<file path="config.mk">
export PLATFORM = sky130hd
export DESIGN_NAME = ipram_boot_loader
export DESIGN_NICKNAME = d
export VERILOG_FILES = /design/src/rtl/ipram_boot_loader.sv
export SDC_FILE = /design/constraint.sdc
export NUM_CORES = 1
export LEC_CHECK = 0
export BUFFER_PORTS_ARGS = -buffer_cell sky130_fd_sc_hd__buf_2
export CORE_MARGIN = 4
export CORE_UTILIZATION = 40
export DETAILED_ROUTE_END_ITERATION = 8
export SLEW_MARGIN = 20
export SYNTH_ARGS = -nofsm -noshare
export SYNTH_HDL_FRONTEND = slang
export SYNTH_SLANG_ARGS = --single-unit
</file>
<file path="constraint.sdc">
create_clock -name clk -period 2.8 [get_ports clk]
set_input_delay 0.28 -clock clk [delete_from_list [all_inputs] [get_ports clk]]
set_output_delay 0.28 -clock clk [all_outputs]
set_load 0.01 [all_outputs]
</file>
<file path="src/rtl/ipram_boot_loader.sv">
// ipram_boot_loader
// Copies an image from SPI flash into a byte-wide RAM after a start pulse.
// Issues a READ (0x03) command with a 24-bit address, then streams
// NUM_BYTES data bytes out on wr_en/wr_addr/wr_data.
// SPI runs in mode 0 with an SCK half-period of CLK_DIV clk cycles.
// Optional feature macro: IPRAM_BOOT_LOADER_CHECKSUM_EN.
//   defined   : one extra trailing byte is read, and csum_ok reports whether
//               (sum of data bytes + that byte) mod 256 == 0.
//   undefined : csum_ok simply follows done.
module ipram_boot_loader #(
  parameter int unsigned CLK_DIV   = 2,
  parameter logic [23:0] BASE_ADDR = 24'h000000,
  parameter int unsigned NUM_BYTES = 4096
) (
  input  logic        clk,
  input  logic        reset,
  input  logic        start,
  output logic        spi_cs_n,
  output logic        spi_sck,
  output logic        spi_mosi,
  input  logic        spi_miso,
  output logic        wr_en,
  output logic [11:0] wr_addr,
  output logic [7:0]  wr_data,
  output logic        busy,
  output logic        done,
  output logic        csum_ok
);

  typedef enum logic [2:0] {
    ST_IDLE = 3'd0,
    ST_CMD  = 3'd1,
    ST_ADDR = 3'd2,
    ST_DATA = 3'd3,
    ST_CSUM = 3'd4,
    ST_DONE = 3'd5
  } state_t;

  // Command byte followed by the start address, shifted out MSB first
  localparam logic [31:0] HDR_WORD = {8'h03, BASE_ADDR};
  // Last count of an SCK half-period
  localparam logic [7:0]  DIV_LAST = 8'(CLK_DIV - 1);
  // Byte index value reached once the final image byte has been written
  localparam logic [12:0] END_IDX  = 13'(NUM_BYTES);

  state_t      state_r;
  logic [7:0]  div_cnt_r;    // cycles spent in the current SCK half-period
  logic [4:0]  bit_cnt_r;    // header bit 0..31, or data bit 0..7
  logic [30:0] shift_out_r;  // header bits still to be presented on MOSI
  logic [6:0]  shift_in_r;   // first 7 bits of the byte being received
  logic [12:0] byte_idx_r;   // 13 bits so that 4096 is reachable without wrap
  logic        tail_r;       // final SCK low phase before DONE
`ifdef IPRAM_BOOT_LOADER_CHECKSUM_EN
  logic [7:0]  sum_r;        // running modulo-256 sum of data bytes
  logic        csum_res_r;   // checksum verdict captured on the last bit
`endif

  logic        phase_end_s;
  logic [7:0]  byte_s;

  // Half-period terminal count and the byte as it looks with the current MISO bit
  always_comb begin
    phase_end_s = (div_cnt_r == DIV_LAST);
    byte_s      = {shift_in_r, spi_miso};
  end

  // Load sequencer: SCK generation, header shift-out, data shift-in, RAM writes
  always_ff @(posedge clk or posedge reset) begin
    if (reset) begin
      state_r     <= ST_IDLE;
      spi_cs_n    <= 1'b1;
      spi_sck     <= 1'b0;
      spi_mosi    <= 1'b0;
      wr_en       <= 1'b0;
      wr_addr     <= 12'd0;
      wr_data     <= 8'd0;
      busy        <= 1'b0;
      done        <= 1'b0;
      csum_ok     <= 1'b0;
      div_cnt_r   <= 8'd0;
      bit_cnt_r   <= 5'd0;
      shift_out_r <= 31'd0;
      shift_in_r  <= 7'd0;
      byte_idx_r  <= 13'd0;
      tail_r      <= 1'b0;
`ifdef IPRAM_BOOT_LOADER_CHECKSUM_EN
      sum_r       <= 8'd0;
      csum_res_r  <= 1'b0;
`endif
    end else begin
      wr_en <= 1'b0;
      case (state_r)
        ST_IDLE, ST_DONE: begin
          if (start) begin
            state_r     <= ST_CMD;
            spi_cs_n    <= 1'b0;
            spi_sck     <= 1'b0;
            spi_mosi    <= HDR_WORD[31];
            busy        <= 1'b1;
            done        <= 1'b0;
            csum_ok     <= 1'b0;
            div_cnt_r   <= 8'd0;
            bit_cnt_r   <= 5'd0;
            shift_out_r <= HDR_WORD[30:0];
            byte_idx_r  <= 13'd0;
            tail_r      <= 1'b0;
`ifdef IPRAM_BOOT_LOADER_CHECKSUM_EN
            sum_r       <= 8'd0;
`endif
          end
        end

        ST_CMD, ST_ADDR: begin
          if (phase_end_s) begin
            div_cnt_r <= 8'd0;
            if (!spi_sck) begin
              spi_sck <= 1'b1;
            end else begin
              // Falling edge: the only place MOSI is allowed to move
              spi_sck     <= 1'b0;
              shift_out_r <= {shift_out_r[29:0], 1'b0};
              bit_cnt_r   <= bit_cnt_r + 5'd1;
              if (bit_cnt_r == 5'd7) begin
                state_r <= ST_ADDR;
              end
              if (bit_cnt_r == 5'd31) begin
                state_r   <= ST_DATA;
                spi_mosi  <= 1'b0;
                bit_cnt_r <= 5'd0;
              end else begin
                spi_mosi <= shift_out_r[30];
              end
            end
          end else begin
            div_cnt_r <= div_cnt_r + 8'd1;
          end
        end

        ST_DATA, ST_CSUM: begin
          if (phase_end_s) begin
            div_cnt_r <= 8'd0;
            if (tail_r) begin
              // Final low phase has elapsed: release the flash
              state_r  <= ST_DONE;
              tail_r   <= 1'b0;
              spi_cs_n <= 1'b1;
              busy     <= 1'b0;
              done     <= 1'b1;
`ifdef IPRAM_BOOT_LOADER_CHECKSUM_EN
              csum_ok  <= csum_res_r;
`else
              csum_ok  <= 1'b1;
`endif
            end else if (!spi_sck) begin
              // Rising edge: sample MISO
              spi_sck    <= 1'b1;
              shift_in_r <= byte_s[6:0];
              if (bit_cnt_r[2:0] == 3'd7) begin
                if (state_r == ST_DATA) begin
                  wr_en      <= 1'b1;
                  wr_data    <= byte_s;
                  wr_addr    <= byte_idx_r[11:0];
                  byte_idx_r <= byte_idx_r + 13'd1;
`ifdef IPRAM_BOOT_LOADER_CHECKSUM_EN
                  sum_r      <= sum_r + byte_s;
                end else begin
                  csum_res_r <= ((sum_r + byte_s) == 8'd0);
`endif
                end
              end
            end else begin
              // Falling edge: advance the bit position
              spi_sck <= 1'b0;
              if (bit_cnt_r[2:0] == 3'd7) begin
                bit_cnt_r <= 5'd0;
                if (state_r == ST_CSUM) begin
                  tail_r <= 1'b1;
                end else if (byte_idx_r == END_IDX) begin
`ifdef IPRAM_BOOT_LOADER_CHECKSUM_EN
                  state_r <= ST_CSUM;
`else
                  tail_r  <= 1'b1;
`endif
                end
              end else begin
                bit_cnt_r <= bit_cnt_r + 5'd1;
              end
            end
          end else begin
            div_cnt_r <= div_cnt_r + 8'd1;
          end
        end

        default: begin
          state_r  <= ST_IDLE;
          spi_cs_n <= 1'b1;
          spi_sck  <= 1'b0;
          spi_mosi <= 1'b0;
          busy     <= 1'b0;
          done     <= 1'b0;
          csum_ok  <= 1'b0;
        end
      endcase
    end
  end

endmodule

</file>
==> out/results.tsv <==
metric	value	unit
status	complete, no violations	
final wirelength	7170	µm
Critical Path RT	3040	ps
antenna violations before repair	0	
largest net degree at the start of global routing	38	
arrival time at the worst endpoint	2670	ps
slew of the pin with the lowest slew margin	745	ps
Final Setup Violations	0	
Die Area	10500	µm²
Pins Over Slew Limit	0	
setup_tns	0	ps
CP bufs+invs	1	
Cell Pwr Density	903	nW/µm²
Yosys warnings	0	
antenna-violating nets left	0	
via count	2702	
area grow syn2layout	14.4	%
RSZ-0062 raised after global routing	no	
kind of critical path	reg -> reg	
library cells used by synthesis	65	
DRC Markers	0	
syn_area_per_cell	10.0	µm²
crit path max-delay cell type	or4b_4	
Top Ports	31	
crit-path leading delay family	simple AND/OR/NAND/NOR gates	
worst hold slack	52.3	ps
DP Wirelength	4930	µm
CTS max path bufs	2	
Port Buf Inserts	30	
gp weighted congestion	0.820	
LEAKAGE	0.00194	µW
DR iter-0 viols	99	
Tmin final	2440	ps
fin crit share	0.870	
Overall Global Routing Usage	0.147	
routed len/inst	14.3	µm
Die Ht	102	µm
FP Rows	34	
CP peak stage delay	470	ps
ys flop type	dfrtp_1	
synthesized area	3570	µm²
CTS tree	built	
DP Area	3840	µm²
Die Wd	102	µm
crit path cell chain	inv_1, ha_1, or4b_4, or2_1, nor4_4, mux2_2	
initial core utilization	0.411	
Worst Setup Start Kind	flip-flop	
worst-skew pair later-pin latency	350	ps
Synth Register Bits	70	
Max Clock Skew	14.3	ps
Final Hold Fails	0	
TritonCTS Buffers	9	
First-pass DRT Iterations	4	
commonest non-fill, non-tap cell in the layout	dfrtp_1	
core area	8680	µm²
Reg clk slew, reported paths	80	ps
GRT overflow	0	
most frequent cells in the layout	dfrtp_1 (69), nand2_1 (54), buf_2 (30)	
first-pass GRT wire length	12300	µm
MaxCap Viol Count	0	
Cells after Synth	356	
# hold bufs at CTS	0	
Slew HR	0.503	
CTS Root Cell	clkbuf_8	
Clock Sinks	70	
H-tree Lvls	3	
R2R Setup Slk	360	ps
count of flip-flops with a built-in enable after synthesis	0	
Max VDD drop	0.338	mV
share of layout cells above drive strength 1	0.206	
Final Net Count	399	
CP endpoint kind	flip-flop	
Setup Buffers After CTS	0	
ys async rst share	1.00	
Finished Cell Area	4080	µm²
n_diodes	0	
path type of the worst min-delay path	in -> async	
via count of the first global-routing pass	2565	
fmax	410	MHz
CTS resizes	0	
Seq/Total Area, Yosys	0.492	
DR vias/cell	5.39	
Mapped Nets	367	
Crit Path Max Fanout	7	
worst paths after layout:
path / startpoint / to / cells after the start
min in group clk: spi_miso / shift_in_r[0]$_DFFE_PP0P_ / 2
max: div_cnt_r[1]$_DFFE_PP0P_ / shift_in_r[3]$_DFFE_PP0P_ / 6
max in group asynchronous: reset / byte_idx_r[1]$_DFFE_PP0P_ / 3
max reg2reg: div_cnt_r[1]$_DFFE_PP0P_ / shift_in_r[3]$_DFFE_PP0P_ / 6
min reg2reg: spi_cs_n$_DFFE_PP1P_ / spi_cs_n$_DFFE_PP1P_ / 2
min: reset / div_cnt_r[2]$_DFFE_PP0P_ / 2
metrics by stage:
stage / total power, µW / util / std cells / setup WS [ps]
floorplan: 2400 / - / 356 / 500
global placement: 2680 / 0.442 / 485 / 433
detailed placement: 2710 / 0.442 / 485 / 359
CTS: 3730 / 0.470 / 501 / 332
global route: 3940 / 0.470 / 501 / 226
finish: 3680 / 0.470 / 501 / 364
cells in the mapped netlist (3+ instances only):
master | number | share of area
a31oi_1 | 3 | 0.0053
and3_1 | 3 | 0.0053
buf_2 | 4 | 0.0056
clkbuf_1 | 9 | 0.0095
dfrtp_1 | 69 | 0.48
ha_1 | 7 | 0.025
inv_1 | 14 | 0.015
mux2_1 | 6 | 0.019
mux2_2 | 13 | 0.041
mux2i_1 | 5 | 0.014
nand2_1 | 54 | 0.057
nand3_1 | 17 | 0.024
nand4_1 | 4 | 0.0070
nor2_1 | 27 | 0.028
nor2b_1 | 6 | 0.011
nor3_1 | 4 | 0.0056
nor3b_1 | 3 | 0.0063
nor4_1 | 7 | 0.012
nor4b_1 | 6 | 0.015
o21ai_0 | 23 | 0.032
o21ai_1 | 4 | 0.0056
or3_1 | 3 | 0.0053
xnor2_1 | 13 | 0.032
power breakdown:
group | leakage [µW] | internal (µW) | switching [µW]
Combinational | 0.000875 | 574 | 781
Clock | 0.000120 | 595 | 405
Sequential | 0.000941 | 1160 | 169
flip-flops by register name (all words and copies together), names as in the netlist:
| signal | cells |
|---|---|
| shift_in_r | 7 |
| busy | 1 |
| div_cnt_r | 8 |
| wr_data | 8 |
| spi_sck | 1 |
| tail_r | 1 |
| csum_ok | 1 |
| byte_idx_r | 13 |
| shift_out_r | 7 |
| state_r | 3 |
| wr_addr | 12 |
| wr_en | 1 |
| spi_mosi | 1 |
| spi_cs_n | 1 |
| bit_cnt_r | 5 |
worst reg2reg max path, stage by stage (launching register included):
cell and delay (ps):
dfrtp_1 430, inv_1 70, ha_1 140, or4b_4 470, or2_1 380, nor4_4 450, mux2_2 400
routing by layer:
metal	global-route usage	routed length, µm	vias up
met3	0.0266	248	12
met4	0.0585	100	0
met1	0.205	3560	1323
li1	-	-	1324
met2	0.227	3270	43
met5	0	0	-
area by class of cell:
type	instances	area (µm²)
sequential	70	1750
multi-input combinational	255	1670
fill	850	4600
clock buffer	9	124
clock inverter	7	120
timing repair buffer	38	223
inverter	14	52.6
tap	108	135
cell families after synthesis:
logic type,after synthesis,synth area share
multiplexers,24,0.0740
buffers and inverters,31,0.0393
XOR/XNOR,14,0.0344
adder cells (fa/ha/maj),7,0.0246
flip-flops,70,0.492
AND/OR/NAND/NOR,150,0.218
AO/OA/AOI/OAI,60,0.118
Power figures use the tool's default switching activity.
